==> src/rtl/cipher_block_packer_pkg.sv <==
`default_nettype none
// ============================================================================
// Module      : cipher_block_packer_pkg
// Description : Shared ChaCha20-Poly1305 types and constants for the packer.
// Revision    : 1.0 - initial release
// ============================================================================
package cipher_block_packer_pkg;

    typedef logic [7:0] word_t;

    localparam int c_BLK_BYTES    = 16;
    localparam int c_KS_BLK_BYTES = 64;
    localparam int c_IDX_W        = $clog2(c_BLK_BYTES);
    localparam int c_KS_CNT_W     = $clog2(c_KS_BLK_BYTES);
    localparam int c_BLK_W        = 8 * c_BLK_BYTES;

    typedef enum logic [0:0] {
        FILL = 1'b0,
        EMIT = 1'b1
    } state_e;

endpackage
`default_nettype wire

==> src/rtl/cipher_block_packer_lanes.sv <==
`default_nettype none
// ============================================================================
// Module      : byte_lane_packer
// Description : Writes bytes into successive lanes of a 16-byte pack register.
// Revision    : 1.0 - initial release
// ============================================================================
module byte_lane_packer
    import cipher_block_packer_pkg::*;
(
    input  logic                 clk,
    input  logic                 rst,
    input  logic                 wr_en,
    input  logic [7:0]           wr_byte,
    input  logic                 clr,
    output logic [c_BLK_W-1:0]   pack,
    output logic [c_IDX_W-1:0]   idx
);

    logic [c_BLK_W-1:0] r_pack_q;
    logic [c_BLK_W-1:0] w_pack_d;
    logic [c_IDX_W-1:0] r_idx_q;
    logic [c_IDX_W-1:0] w_idx_d;

    // clr and wr_en never coincide: writes happen in FILL, clears in EMIT
    always_comb begin
        w_pack_d = r_pack_q;
        w_idx_d  = r_idx_q;
        if (clr) begin
            w_pack_d = '0;
            w_idx_d  = '0;
        end else if (wr_en) begin
            w_pack_d[{r_idx_q, 3'b000} +: 8] = wr_byte;
            w_idx_d                          = r_idx_q + 1'b1;
        end
    end

    always_ff @(posedge clk) begin
        if (rst) begin
            r_pack_q <= '0;
            r_idx_q  <= '0;
        end else begin
            r_pack_q <= w_pack_d;
            r_idx_q  <= w_idx_d;
        end
    end

    assign pack = r_pack_q;
    assign idx  = r_idx_q;

endmodule
`default_nettype wire

==> src/rtl/cipher_block_packer.sv <==
`default_nettype none
// ============================================================================
// Module      : cipher_block_packer
// Description : XORs keystream with plaintext and packs ciphertext into
//               16-byte blocks, tracking keystream blocks and message length.
// Revision    : 1.0 - initial release
// ============================================================================
module cipher_block_packer
    import cipher_block_packer_pkg::*;
#(
    parameter int LEN_W = 32
) (
    input  logic               clk,
    input  logic               rst,
    input  logic [7:0]         ks_byte,
    input  logic               ks_valid,
    output logic               ks_ready,
    input  logic [7:0]         pt_byte,
    input  logic               pt_valid,
    input  logic               pt_last,
    output logic               pt_ready,
    output logic [7:0]         ct_byte,
    output logic               ct_valid,
    output logic               ks_blk_done,
    output logic [127:0]       blk_data,
    output logic [4:0]         blk_bytes,
    output logic               blk_last,
    output logic               blk_valid,
    input  logic               blk_ready,
    output logic [LEN_W-1:0]   msg_len
);

    state_e                 r_state_q;
    state_e                 w_state_d;
    logic [7:0]             r_ct_byte_q;
    logic [7:0]             w_ct_byte_d;
    logic                   r_ct_valid_q;
    logic                   w_ct_valid_d;
    logic                   r_ks_done_q;
    logic                   w_ks_done_d;
    logic [c_KS_CNT_W-1:0]  r_ks_cnt_q;
    logic [c_KS_CNT_W-1:0]  w_ks_cnt_d;
    logic [4:0]             r_blk_bytes_q;
    logic [4:0]             w_blk_bytes_d;
    logic                   r_blk_last_q;
    logic                   w_blk_last_d;
    logic [LEN_W-1:0]       r_run_len_q;
    logic [LEN_W-1:0]       w_run_len_d;
    logic [LEN_W-1:0]       r_msg_len_q;
    logic [LEN_W-1:0]       w_msg_len_d;

    logic                   w_xfer;
    logic                   w_accept;
    logic [7:0]             w_ct;
    logic [c_IDX_W-1:0]     w_idx;
    logic [c_BLK_W-1:0]     w_pack;

    // Reset gates the handshakes so nothing is consumed during a reset cycle
    assign w_xfer   = !rst && (r_state_q == FILL) && ks_valid && pt_valid;
    assign w_accept = !rst && (r_state_q == EMIT) && blk_ready;
    assign w_ct     = ks_byte ^ pt_byte;

    byte_lane_packer u_lanes (
        .clk     (clk),
        .rst     (rst),
        .wr_en   (w_xfer),
        .wr_byte (w_ct),
        .clr     (w_accept),
        .pack    (w_pack),
        .idx     (w_idx)
    );

    always_comb begin
        w_state_d     = r_state_q;
        w_ct_byte_d   = r_ct_byte_q;
        w_ct_valid_d  = w_xfer;
        w_ks_done_d   = w_xfer && (pt_last || (&r_ks_cnt_q));
        w_ks_cnt_d    = r_ks_cnt_q;
        w_blk_bytes_d = r_blk_bytes_q;
        w_blk_last_d  = r_blk_last_q;
        w_run_len_d   = r_run_len_q;
        w_msg_len_d   = r_msg_len_q;

        case (r_state_q)
            FILL: begin
                if (w_xfer) begin
                    w_ct_byte_d   = w_ct;
                    // A message end abandons the rest of the keystream block
                    w_ks_cnt_d    = pt_last ? '0 : r_ks_cnt_q + 1'b1;
                    w_blk_bytes_d = {1'b0, w_idx} + 5'd1;
                    w_blk_last_d  = pt_last;
                    w_run_len_d   = r_run_len_q + 1'b1;
                    if (pt_last || (&w_idx)) begin
                        w_state_d = EMIT;
                    end
                end
            end
            EMIT: begin
                if (w_accept) begin
                    w_state_d     = FILL;
                    w_blk_bytes_d = '0;
                    w_blk_last_d  = 1'b0;
                    if (r_blk_last_q) begin
                        w_msg_len_d = r_run_len_q;
                        w_run_len_d = '0;
                    end
                end
            end
            default: w_state_d = FILL;
        endcase
    end

    always_ff @(posedge clk) begin
        if (rst) begin
            r_state_q     <= FILL;
            r_ct_byte_q   <= '0;
            r_ct_valid_q  <= 1'b0;
            r_ks_done_q   <= 1'b0;
            r_ks_cnt_q    <= '0;
            r_blk_bytes_q <= '0;
            r_blk_last_q  <= 1'b0;
            r_run_len_q   <= '0;
            r_msg_len_q   <= '0;
        end else begin
            r_state_q     <= w_state_d;
            r_ct_byte_q   <= w_ct_byte_d;
            r_ct_valid_q  <= w_ct_valid_d;
            r_ks_done_q   <= w_ks_done_d;
            r_ks_cnt_q    <= w_ks_cnt_d;
            r_blk_bytes_q <= w_blk_bytes_d;
            r_blk_last_q  <= w_blk_last_d;
            r_run_len_q   <= w_run_len_d;
            r_msg_len_q   <= w_msg_len_d;
        end
    end

    assign ks_ready    = w_xfer;
    assign pt_ready    = w_xfer;
    assign ct_byte     = r_ct_byte_q;
    assign ct_valid    = r_ct_valid_q;
    assign ks_blk_done = r_ks_done_q;
    assign blk_data    = w_pack;
    assign blk_bytes   = r_blk_bytes_q;
    assign blk_last    = r_blk_last_q;
    assign blk_valid   = (r_state_q == EMIT);
    assign msg_len     = r_msg_len_q;

endmodule
`default_nettype wire

==> config.mk <==
export PLATFORM = sky130hd
export DESIGN_NAME = cipher_block_packer
export DESIGN_NICKNAME = d
export VERILOG_FILES = /design/src/rtl/cipher_block_packer_pkg.sv /design/src/rtl/cipher_block_packer_lanes.sv /design/src/rtl/cipher_block_packer.sv
export SDC_FILE = /design/constraint.sdc
export NUM_CORES = 1
export LEC_CHECK = 0
export BUFFER_PORTS_ARGS = -buffer_cell sky130_fd_sc_hd__buf_2
export CORE_ASPECT_RATIO = 1.75
export CORE_MARGIN = 3
export CORE_UTILIZATION = 30
export CTS_BUF_LIST = sky130_fd_sc_hd__clkbuf_2
export CTS_CLUSTER_SIZE = 14
export DETAILED_ROUTE_END_ITERATION = 8
export PLACE_DENSITY = 0.58
export SLEW_MARGIN = 20
export SYNTH_ARGS = -nofsm -noshare
export SYNTH_HDL_FRONTEND = slang
export SYNTH_SLANG_ARGS = --single-unit
==> constraint.sdc <==
create_clock -name clk -period 2.7 [get_ports clk]
set_input_delay 0.54 -clock clk [delete_from_list [all_inputs] [get_ports clk]]
set_output_delay 0.54 -clock clk [all_outputs]
set_load 0.01 [all_outputs]
==> run summary <==
Run status: finished clean
Startpoint types: register
Dpl cells: 1550
Synth cell types: 56
Leak: 4.679 nW
Setup Total Neg Slack: 0 ns
Largest net degree at the start of global routing: 85
Synth area leader: dfxtp_1
Synth top area share: 49.36%
Worst Reg-to-Reg Cells: 5
Async SR Flop Fraction: 0%
RSZ-0062 raised after global routing: no
Share of post-route cells with drive strength above 1: 28.13%
Clock tree buffer depth: 3
DRC Markers: 0
Setup slack after layout: 0.1966 ns
Post-synth top cells: dfxtp_1 (219), nand2_1 (172), a21oi_1 (90)
Htree depth: 2
DIE AREA: 0.03179 mm^2
Crit path required time: 2.16 ns
Post-synthesis instance total: 1004
Top FF cell, synth: dfxtp_1
Count leader, synth: dfxtp_1
Global-route wire length before repair: 43080 um
Via count: 8091
CTS tree: yes
Root buffer cell: clkbuf_2
Dominant cells by area after synthesis: dfxtp_1 (49%), nand2_1 (7.3%), mux2i_1 (6.2%)
Final Slew Violations: 0
Number of I/O port buffers: 200
Post-route ant nets: 0
Critical path type: reg2out
Cell Pwr Density: 539.6 mW/mm^2
WL/cell: 17.01 um
CTS clk-pin slew, worst paths: 0.11 ns
Inserted Clock Buffers: 52
FP Rows: 82
Met2 Use GR: 31.61%
Multi-input gate area: 0.004192 mm^2
Clock sink count: 219
Seq/Total Area, Yosys: 49.36%
HPWL Detailed: 20070 um
Period minus WS final: 2.503 ns
Post-Syn Nets: 1032
CP endpoint: ks_ready
Pre-antenna DRT Iters: 4
Clock latency at the later pin of the worst-skew pair: 0.87 ns
Initial drt markers: 284
Tot GR Track Use: 17.27%
Peak supply drop: 343.8 uV
Number of enable flip-flop cells after synthesis: 0
Type of destination of the critical path: primary output
Met1 Usage GRT: 18.26%
MaxCap Viol Count: 0
RD Place Congestion: 0.8178
Mean post-synth cell area: 8.847 um^2
Hold WC Path Type: in2reg
Post-Syn Area: 0.008882 mm^2
Max Freq: 0.3995 GHz
Die Width: 136.1 um
M3 GR Usage: 3.966%
Area grow syn2layout: 23.21%
Number of global-route vias before repair: 7839
Reg-to-reg setup timing slack: 0.31 ns
Register Area: 0.004384 mm^2
Core area: 0.02893 mm^2
Total number of yosys warnings: 0
I/O Pins: 201
Worst slew pin tran: 0.8197 ns
FILL cells: 3065
Starting Density: 30.70%
Hold Vio Cnt, Final: 0
Fin nets: 1256
Finished Core Util: 37.83%
Clk_skew: 0.08315 ns
Flops & latches, synth: 219
Period utilization: 92.72%
Most Crowded Layer GR: met2
R2R Path Start: r_run_len_q[0]
Die outline height: 233.6 um
Worst R2R End: r_run_len_q[16]
DP Worst Slack: 0.2932 ns
Routed wire length: 27940 um
Headroom to the max-slew limit: 45.30%
Final setup violation count: 0
CP max FO: 23
Total power: 5.905 mW
Non-filler cells, final: 1642
Remaining Overflow, GRT: 0
Crit path DAT: 1.96 ns
Initial antenna violation count: 1
Crit. Startpoint: blk_valid
DR vias/cell: 4.928
-- flip-flops by register name, indices dropped and copies added (netlist names) --
signal and cells:
blk_valid 1, ks_blk_done 1, u_lanes.pack 128, ct_valid 1, ct_byte 8, blk_bytes 5
msg_len 32, r_ks_cnt_q 6, r_run_len_q 32, blk_last 1, u_lanes.idx 4
-- metal layers --
metal  wire length [um]  vias to the layer above
li1                   -                     4014
met1              10330                     3769
met2              14880                      241
met3               1538                       67
met4               1190                        0
met5                  0                        -
-- cells by family after synthesis --
family | count (synthesis) | synth area share, %
adders and majority gates | 6 | 0.8452
buffers and inverters | 84 | 4.001
muxes | 55 | 6.198
AOI/OAI and AO/OA | 234 | 16.50
xor gates and xnor gates | 28 | 2.761
and+or+nand+nor | 378 | 20.34
DFF | 219 | 49.36
-- worst max-delay path, stage by stage (launching register included) --
cell and delay, ns:
dfxtp_1 0.34, nand4bb_2 0.36, inv_4 0.14, buf_12 0.16
buf_2 0.14
-- per-stage QoR --
stage,hold slack [ns],cell area [um^2]
6_report,0.1595,10940
5_1_grt,0.08010,10940
4_1_cts,0.02742,10940
3_5_place_dp,0.4478,10440
3_3_place_gp,0.4401,10440
2_1_floorplan,0.4389,8884
-- worst min-delay path by stage --
stage / startpoint / to / cells after the start
after global placement: u_lanes.pack[74] / u_lanes.pack[74] / 2
after global routing: rst / blk_bytes[3] / 3
after detailed placement: msg_len[24] / msg_len[24] / 2
after CTS: rst / blk_bytes[3] / 3
final: rst / blk_bytes[3] / 3
after floorplan: r_run_len_q[31] / msg_len[31] / 2
-- timing repair --
action | in CTS | in global routing
hold buffers | 1 | 0
endpoints found under the hold margin | 3 | 0
setup buffers | 1 | 0
setup endpoints to repair | 2 | 0
resized for setup | 3 | 0
-- layout by cell type (no fill, tap or decap), types with 3 or more instances in the layout --
cell / netlist / layout
dfxtp_1: 219 / 219
buf_2: 14 / 200
nand2_1: 172 / 171
a21oi_1: 90 / 89
clkbuf_2: 0 / 73
nor2_1: 64 / 64
a211oi_1: 59 / 59
mux2i_1: 55 / 55
o21ai_0: 53 / 53
nand3_1: 53 / 53
buf_4: 4 / 40
nand4_1: 18 / 18
xnor2_1: 20 / 16
nand2b_1: 11 / 11
clkinv_1: 1 / 10
or4_1: 10 / 10
or2_2: 9 / 9
o31ai_1: 9 / 9
inv_1: 9 / 8
xor2_1: 8 / 8
a2111oi_0: 6 / 6
ha_1: 6 / 6
and2_1: 5 / 5
and3_1: 5 / 5
xnor2_2: 0 / 4
o2111ai_1: 4 / 4
and4_1: 4 / 4
clkinv_2: 0 / 4
nor4_1: 3 / 3
buf_12: 0 / 3
-- where the power goes --
part	switching, mW	internal (mW)
logic	0.269	0.121
registers	0.0148	3.25
clock network	1.34	0.914
-- area by class of cell --
cell class	instances	area share, %
Inverter	10	0.3658
Antenna cell	2	0.04573
Sequential cell	219	40.06
Tap cell	378	4.322
Clock buffer	73	3.338
Timing Repair Buffer	244	12.53
Multi-Input combinational cell	701	38.30
Clock inverter	15	1.040
Power figures use the tool's default switching activity.
